**src/rtl/fft_bfly_sequencer.sv**
```systemverilog
`default_nettype none
// +--------------------------------------------------------------------------+
// | Module   : fft_bfly_sequencer                                            |
// | Purpose  : Walks one shared radix-2 butterfly over an in-place FFT held  |
// |            in an external dual-port sample RAM. For every butterfly it   |
// |            reads both operands (RD), captures them into the butterfly    |
// |            operand registers (CAP) and writes both results back to the   |
// |            same two addresses (WR). Three cycles per butterfly.          |
// | Options  : FFT_SEQ_SINGLE_STEP_EN adds step_mode/step inputs and a HOLD  |
// |            state that parks the sequencer after every write until step.  |
// | Revision : 1.0  initial release                                          |
// +--------------------------------------------------------------------------+
module fft_bfly_sequencer #(
  parameter int N_LOG2 = 5,
  parameter int DATA_W = 16
) (
  input  logic                  clk,
  input  logic                  rst_n,
  input  logic                  start,
`ifdef FFT_SEQ_SINGLE_STEP_EN
  input  logic                  step_mode,
  input  logic                  step,
`endif
  output logic                  busy,
  output logic                  done,
  output logic [N_LOG2-1:0]     rd_addr_a,
  output logic [N_LOG2-1:0]     rd_addr_b,
  input  logic [2*DATA_W-1:0]   rd_data_a,
  input  logic [2*DATA_W-1:0]   rd_data_b,
  output logic                  wr_en,
  output logic [N_LOG2-1:0]     wr_addr_a,
  output logic [N_LOG2-1:0]     wr_addr_b,
  output logic [2*DATA_W-1:0]   wr_data_a,
  output logic [2*DATA_W-1:0]   wr_data_b,
  output logic [DATA_W-1:0]     bf_xir,
  output logic [DATA_W-1:0]     bf_xic,
  output logic [DATA_W-1:0]     bf_xjr,
  output logic [DATA_W-1:0]     bf_xjc,
  output logic [2:0]            bf_stage,
  output logic [N_LOG2-1:0]     bf_i,
  output logic [N_LOG2-1:0]     bf_j,
  input  logic [DATA_W-1:0]     bf_yir,
  input  logic [DATA_W-1:0]     bf_yic,
  input  logic [DATA_W-1:0]     bf_yjr,
  input  logic [DATA_W-1:0]     bf_yjc
);

  // Butterflies per stage, and the counter values of the very last butterfly
  localparam int unsigned       C_HALF_N = (1 << N_LOG2) / 2;
  localparam logic [2:0]        C_S_LAST = 3'(N_LOG2 - 1);
  localparam logic [N_LOG2-1:0] C_K_LAST = N_LOG2'(C_HALF_N - 1);

  typedef enum logic [2:0] {
    ST_IDLE = 3'd0,
    ST_RD   = 3'd1,
    ST_CAP  = 3'd2,
    ST_WR   = 3'd3
`ifdef FFT_SEQ_SINGLE_STEP_EN
    ,
    ST_HOLD = 3'd4
`endif
  } state_t;

  state_t                state_q;
  logic [2:0]            s_q;
  logic [N_LOG2-1:0]     k_q;
  logic [2:0]            s_d;
  logic [N_LOG2-1:0]     k_d;

  logic                  busy_q;
  logic                  done_q;
  logic                  wr_en_q;
  logic [N_LOG2-1:0]     rd_addr_a_q;
  logic [N_LOG2-1:0]     rd_addr_b_q;
  logic [N_LOG2-1:0]     wr_addr_a_q;
  logic [N_LOG2-1:0]     wr_addr_b_q;
  logic [DATA_W-1:0]     bf_xir_q;
  logic [DATA_W-1:0]     bf_xic_q;
  logic [DATA_W-1:0]     bf_xjr_q;
  logic [DATA_W-1:0]     bf_xjc_q;
  logic [2:0]            bf_stage_q;
  logic [N_LOG2-1:0]     bf_i_q;
  logic [N_LOG2-1:0]     bf_j_q;

  logic                  w_last;
  logic                  w_step_mode;
  logic                  w_advance;
  logic [N_LOG2-1:0]     w_i_cur;
  logic [N_LOG2-1:0]     w_j_cur;
  logic [N_LOG2-1:0]     w_i_nxt;
  logic [N_LOG2-1:0]     w_j_nxt;

  // Distance between the two butterfly legs in stage s
  function automatic logic [N_LOG2-1:0] f_half(input logic [2:0] s);
    return N_LOG2'(1) << s;
  endfunction

  // Index i: insert a zero at bit position s of k (upper bits shift up by one)
  function automatic logic [N_LOG2-1:0] f_idx_i(input logic [2:0]        s,
                                                input logic [N_LOG2-1:0] k);
    logic [3:0] s_plus1;
    s_plus1 = {1'b0, s} + 4'd1;
    return ((k >> s) << s_plus1) | (k & (f_half(s) - N_LOG2'(1)));
  endfunction

  assign w_last  = (s_q == C_S_LAST) && (k_q == C_K_LAST);
  assign w_i_cur = f_idx_i(s_q, k_q);
  assign w_j_cur = w_i_cur + f_half(s_q);
  assign w_i_nxt = f_idx_i(s_d, k_d);
  assign w_j_nxt = w_i_nxt + f_half(s_d);

`ifdef FFT_SEQ_SINGLE_STEP_EN
  assign w_step_mode = step_mode;
  assign w_advance   = ((state_q == ST_WR) && !step_mode) ||
                       ((state_q == ST_HOLD) && step);
`else
  assign w_step_mode = 1'b0;
  assign w_advance   = (state_q == ST_WR);
`endif

  // Next (stage, butterfly) pair; wraps to (0,0) after the final butterfly
  always_comb begin
    s_d = s_q;
    k_d = k_q + N_LOG2'(1);
    if (k_q == C_K_LAST) begin
      k_d = '0;
      s_d = w_last ? 3'd0 : s_q + 3'd1;
    end
  end

  // Sequencer FSM with all outputs registered
  always_ff @(posedge clk or negedge rst_n) begin
    if (!rst_n) begin
      state_q     <= ST_IDLE;
      s_q         <= '0;
      k_q         <= '0;
      busy_q      <= 1'b0;
      done_q      <= 1'b0;
      wr_en_q     <= 1'b0;
      rd_addr_a_q <= '0;
      rd_addr_b_q <= '0;
      wr_addr_a_q <= '0;
      wr_addr_b_q <= '0;
      bf_xir_q    <= '0;
      bf_xic_q    <= '0;
      bf_xjr_q    <= '0;
      bf_xjc_q    <= '0;
      bf_stage_q  <= '0;
      bf_i_q      <= '0;
      bf_j_q      <= '0;
    end else begin
      done_q <= 1'b0;
      case (state_q)
        ST_IDLE: begin
          // Counters are (0,0) here, so the current indices are butterfly 0
          if (start) begin
            state_q     <= ST_RD;
            busy_q      <= 1'b1;
            rd_addr_a_q <= w_i_cur;
            rd_addr_b_q <= w_j_cur;
          end
        end
        ST_RD: begin
          state_q <= ST_CAP;
        end
        ST_CAP: begin
          bf_xir_q    <= rd_data_a[2*DATA_W-1:DATA_W];
          bf_xic_q    <= rd_data_a[DATA_W-1:0];
          bf_xjr_q    <= rd_data_b[2*DATA_W-1:DATA_W];
          bf_xjc_q    <= rd_data_b[DATA_W-1:0];
          bf_stage_q  <= s_q;
          bf_i_q      <= w_i_cur;
          bf_j_q      <= w_j_cur;
          wr_addr_a_q <= w_i_cur;
          wr_addr_b_q <= w_j_cur;
          wr_en_q     <= 1'b1;
          state_q     <= ST_WR;
        end
        ST_WR: begin
          wr_en_q <= 1'b0;
`ifdef FFT_SEQ_SINGLE_STEP_EN
          if (w_step_mode) begin
            state_q <= ST_HOLD;
          end
`endif
        end
`ifdef FFT_SEQ_SINGLE_STEP_EN
        ST_HOLD: begin
          state_q <= ST_HOLD;
        end
`endif
        default: begin
          state_q <= ST_IDLE;
        end
      endcase

      // Leaving a butterfly: step the counters and either finish or read next
      if (w_advance) begin
        s_q <= s_d;
        k_q <= k_d;
        if (w_last) begin
          state_q <= ST_IDLE;
          busy_q  <= 1'b0;
          done_q  <= 1'b1;
        end else begin
          state_q     <= ST_RD;
          rd_addr_a_q <= w_i_nxt;
          rd_addr_b_q <= w_j_nxt;
        end
      end
    end
  end

  assign busy      = busy_q;
  assign done      = done_q;
  assign wr_en     = wr_en_q;
  assign rd_addr_a = rd_addr_a_q;
  assign rd_addr_b = rd_addr_b_q;
  assign wr_addr_a = wr_addr_a_q;
  assign wr_addr_b = wr_addr_b_q;
  assign bf_xir    = bf_xir_q;
  assign bf_xic    = bf_xic_q;
  assign bf_xjr    = bf_xjr_q;
  assign bf_xjc    = bf_xjc_q;
  assign bf_stage  = bf_stage_q;
  assign bf_i      = bf_i_q;
  assign bf_j      = bf_j_q;

  // Write data comes straight from the combinational butterfly; gated so the
  // data ports read zero whenever no write is in flight (including reset)
  assign wr_data_a = wr_en_q ? {bf_yir, bf_yic} : '0;
  assign wr_data_b = wr_en_q ? {bf_yjr, bf_yjc} : '0;

endmodule
`default_nettype wire

```
**config.mk**
```make
export PLATFORM = sky130hd
export DESIGN_NAME = fft_bfly_sequencer
export DESIGN_NICKNAME = d
export VERILOG_FILES = /design/src/rtl/fft_bfly_sequencer.sv
export SDC_FILE = /design/constraint.sdc
export NUM_CORES = 1
export LEC_CHECK = 0
export CORE_AREA = 4 4 198 104
export CTS_BUF_LIST = sky130_fd_sc_hd__clkbuf_16
export CTS_CLUSTER_DIAMETER = 120
export CTS_CLUSTER_SIZE = 12
export DETAILED_ROUTE_END_ITERATION = 8
export DIE_AREA = 0 0 202 108
export SYNTH_ARGS = -nofsm -noshare
export SYNTH_HDL_FRONTEND = slang
export SYNTH_SLANG_ARGS = --single-unit
```
**constraint.sdc**
```tcl
create_clock -name clk -period 5.9 [get_ports clk]
set_input_delay 1.475 -clock clk [delete_from_list [all_inputs] [get_ports clk]]
set_output_delay 1.475 -clock clk [all_outputs]
set_load 0.005 [all_outputs]
```
==> results.cfg <==
[placed_design]
post-dp-hpwl_mm = 16.39
numPortBuffers = 294
gp_congestion = 0.9226

[routing]
drtPass1Iterations = 4
drc = 0
totalWireLength_mm = 20.96
ant_nets = 0
viasPerCell = 4.702
wire_per_inst_microns = 19.77
vias = 4984
drt_first_iter_violations = 312

[setup_path]
worstPathMaxFanout = 17
path_buf_inv = 1
rr_startpoint = s_q[1]$_DFFE_PN0P_
worstSetupPathType = flop to flop
end_kind = flop
rr_endpoint = rd_addr_b[4]$_DFF_PN0_
worstPathRequired_ns = 6.14
cp_common_cell = ha_1
r2r_slack_ns = 1.01
critPathArrivalTime_ns = 5.12
r2r_cells = 16
worstPathCellList = clkinv_1 > ha_1 > a21boi_1 > nand2_1 > o21ai_0 > ha_1 > a21oi_1 > nor2_1 > ha_1 > fa_1 > a21o_1 > a21oi_1 > xor2_1 > nand2_1 > nor3_1 > a211oi_2
critPathTopFamily = adder cells
crit_path_top_delay_cell = dfrtp_1
start_kind = flop
slowest_delay_ns = 0.74

[finish]
nets = 941
multi_input_area_sq_mm = 0.002753
area_growth_pct = 61.02
layout_common_cells = clkdlybuf4s50_1 (293), dfrtp_1 (100), mux2_2 (73), and2_1 (66), nand2_1 (33)
layout_commonest_cell = clkdlybuf4s50_1
area.sequential_sq_mm = 0.002502
drive_above_1_share_pct = 12.86
n_fill_cell = 1748

[sta]
finalHoldViolations = 0
post-route-period-util_pct = 82.80
setup_violations = 0
finalWorstPathRequiredPeriod_ns = 4.885
max_freq_mhz = 204.7
rsz0062_at_grt = no
tns_ns = 0
slew_viol_final = 0
slew-limit-headroom_pct = 23.30
tightestPinTransition_ns = 1.138
whs_ns = 0.5065
finClkSkew_ns = 0.005480

[yosys]
syn_inst = 525
synth.net_count = 678
syn_avg_cell_area_sq_um = 10.56
synth_cell_types = 57
ys_async_sr_fraction_pct = 100.0
ys_seq_area_share_pct = 45.15
synth_top_flop_cell = dfrtp_1
synth_area_sq_mm = 0.005543
yosys_warnings = 0
synth_enable_flop_cells = 0
ys_seq_elements = 100

[floorplan]
die_h_microns = 108
die-area_sq_mm = 0.02182
initial_core_util_pct = 29.23
num_rows = 36
die_w_microns = 202
io_pins = 295
core_sq_mm = 0.01896

[grt]
grt_use_total_pct = 18.61
grt_remaining_overflow = 0
grt_pass1_vias = 5041
grt_pass1_wl_mm = 31.48
grt_max_degree = 85
antenna_found_initial = 3

[min_path]
hold_path.class = flop to flop
min_from = bf_xic[9]$_DFFE_PN0P_
whs_path_depth = 1
min_to = bf_xic[9]$_DFFE_PN0P_

[clock_network]
hold_buffers = 0
clock-root-buffer = clkbuf_16
post_cts_buffers = 0
cts_resized = 0
cts_sinks = 100
clk_latency_ns = 0.35
cts_max_level = 3
clk_pin_slew_ns = 0.08
ctsLongestPathBuffers = 2
numCtsBuffers = 9
cts_tree = built

[run_status]
status = finished, final reports clean

[pwr]
cellLeakagePower_nw = 3.725
peakVddDrop_v = 0.0001541
powerDensity_mw_per_mm2 = 164.8

[run]
drv_cap = 0
## worst max-delay path by stage
stage / to / cells past startpoint / start / slack [ns]
detailed placement: rd_addr_b[4]$_DFF_PN0_ / 16 / s_q[1]$_DFFE_PN0P_ / 1.14
global placement: rd_addr_b[4]$_DFF_PN0_ / 16 / s_q[1]$_DFFE_PN0P_ / 1.33
global route: rd_addr_b[4]$_DFF_PN0_ / 16 / s_q[1]$_DFFE_PN0P_ / 0.68
floorplan: rd_addr_b[4]$_DFF_PN0_ / 20 / s_q[2]$_DFFE_PN0P_ / 2.02
CTS: rd_addr_b[4]$_DFF_PN0_ / 16 / s_q[1]$_DFFE_PN0P_ / 1.11
finish: rd_addr_b[4]$_DFF_PN0_ / 16 / s_q[1]$_DFFE_PN0P_ / 1.01
## area by class of cell
| class | instances | area share (%) |
|---|---|---|
| antenna | 1 | 0.02804 |
| clock buffer | 9 | 2.523 |
| clock inverter | 7 | 0.7570 |
| inverter | 19 | 0.7991 |
| multi-input combinational | 360 | 30.84 |
| sequential | 100 | 28.04 |
| tap | 266 | 3.729 |
| timing repair buffer | 298 | 33.28 |
## power breakdown
| part | total, mW | internal, mW | switching [mW] |
|---|---|---|---|
| logic | 0.172 | 0.127 | 0.0451 |
| registers | 0.719 | 0.707 | 0.0119 |
| clock network | 0.580 | 0.297 | 0.284 |
| total | 1.47 | 1.13 | 0.340 |
## routing by layer
metal	GRT usage (%)	routed length (microns)	vias to the layer above
met1	27.06	10340	2426
met3	7.222	1787	17
li1	-	-	2329
met4	3.070	142	4
met5	0	21	-
met2	26.52	8667	208
## metrics by stage
step	utilization, %	std cells	worst slack [ns]	power (mW)	area (sq um)
2_1_floorplan	-	525	2.022	0.7530	5543
3_3_place_gp	45.51	1043	1.328	0.9028	8630
3_5_place_dp	45.51	1043	1.137	0.9059	8630
4_1_cts	47.05	1059	1.105	1.500	8922
5_1_grt	47.06	1060	0.6759	1.539	8925
6_report	47.06	1060	1.015	1.471	8925
## state kept, by name (all words and copies together) (netlist names), 16 cells and up
signal and count:
bf_xic 16, bf_xjr 16, bf_xjc 16, bf_xir 16
## synth_stat cells (2+ instances only)
library cell  count  area, sq um
o22ai_1           2        12.51
clkbuf_1         27        101.4
fa_1              2        40.04
mux2i_1           9        90.09
xor2_1            4        35.03
a31oi_1           7        43.79
dfrtp_1         100         2502
o21ai_0          16        80.08
nand3_1           6        30.03
a21o_1            5        37.54
nor3_1            4        20.02
a21oi_1          24        120.1
o221ai_1          3        26.28
buf_2             6        30.03
inv_1            16        60.06
and2_1           66        412.9
xnor2_1          13        113.9
mux2_2           73        822.0
a2bb2oi_1         2        17.52
buf_4            13        97.59
nor4_1            3        18.77
nor2b_1           2        12.51
nand2b_1          4        25.02
and3_1            2        12.51
o21a_1            2        15.01
nor2_1           29        108.9
nand4_1           3        18.77
ha_1             20        250.2
nand2_1          33        123.9
clkinv_1          2        7.510
## worst register-to-register path, stage by stage (launching register included)
cell	delay, ns
dfrtp_1	0.74
clkinv_1	0.44
ha_1	0.59
a21boi_1	0.26
nand2_1	0.18
o21ai_0	0.28
ha_1	0.39
a21oi_1	0.22
nor2_1	0.09
ha_1	0.21
fa_1	0.41
a21o_1	0.20
a21oi_1	0.17
xor2_1	0.22
nand2_1	0.07
nor3_1	0.24
a211oi_2	0.05
## logic make-up (layout without fill, tap and decap cells)
group	count (synthesis)	count (layout)	synth area share [%]
xor+xnor	17	17	2.686
flops	100	100	45.15
simple gates	160	160	15.46
fa+ha+maj	22	22	5.237
buf+inv	65	333	5.418
other cells	0	1	0
mux	82	82	16.46
compound gates	79	79	9.594
No activity file was read; power rests on OpenSTA's default activity.
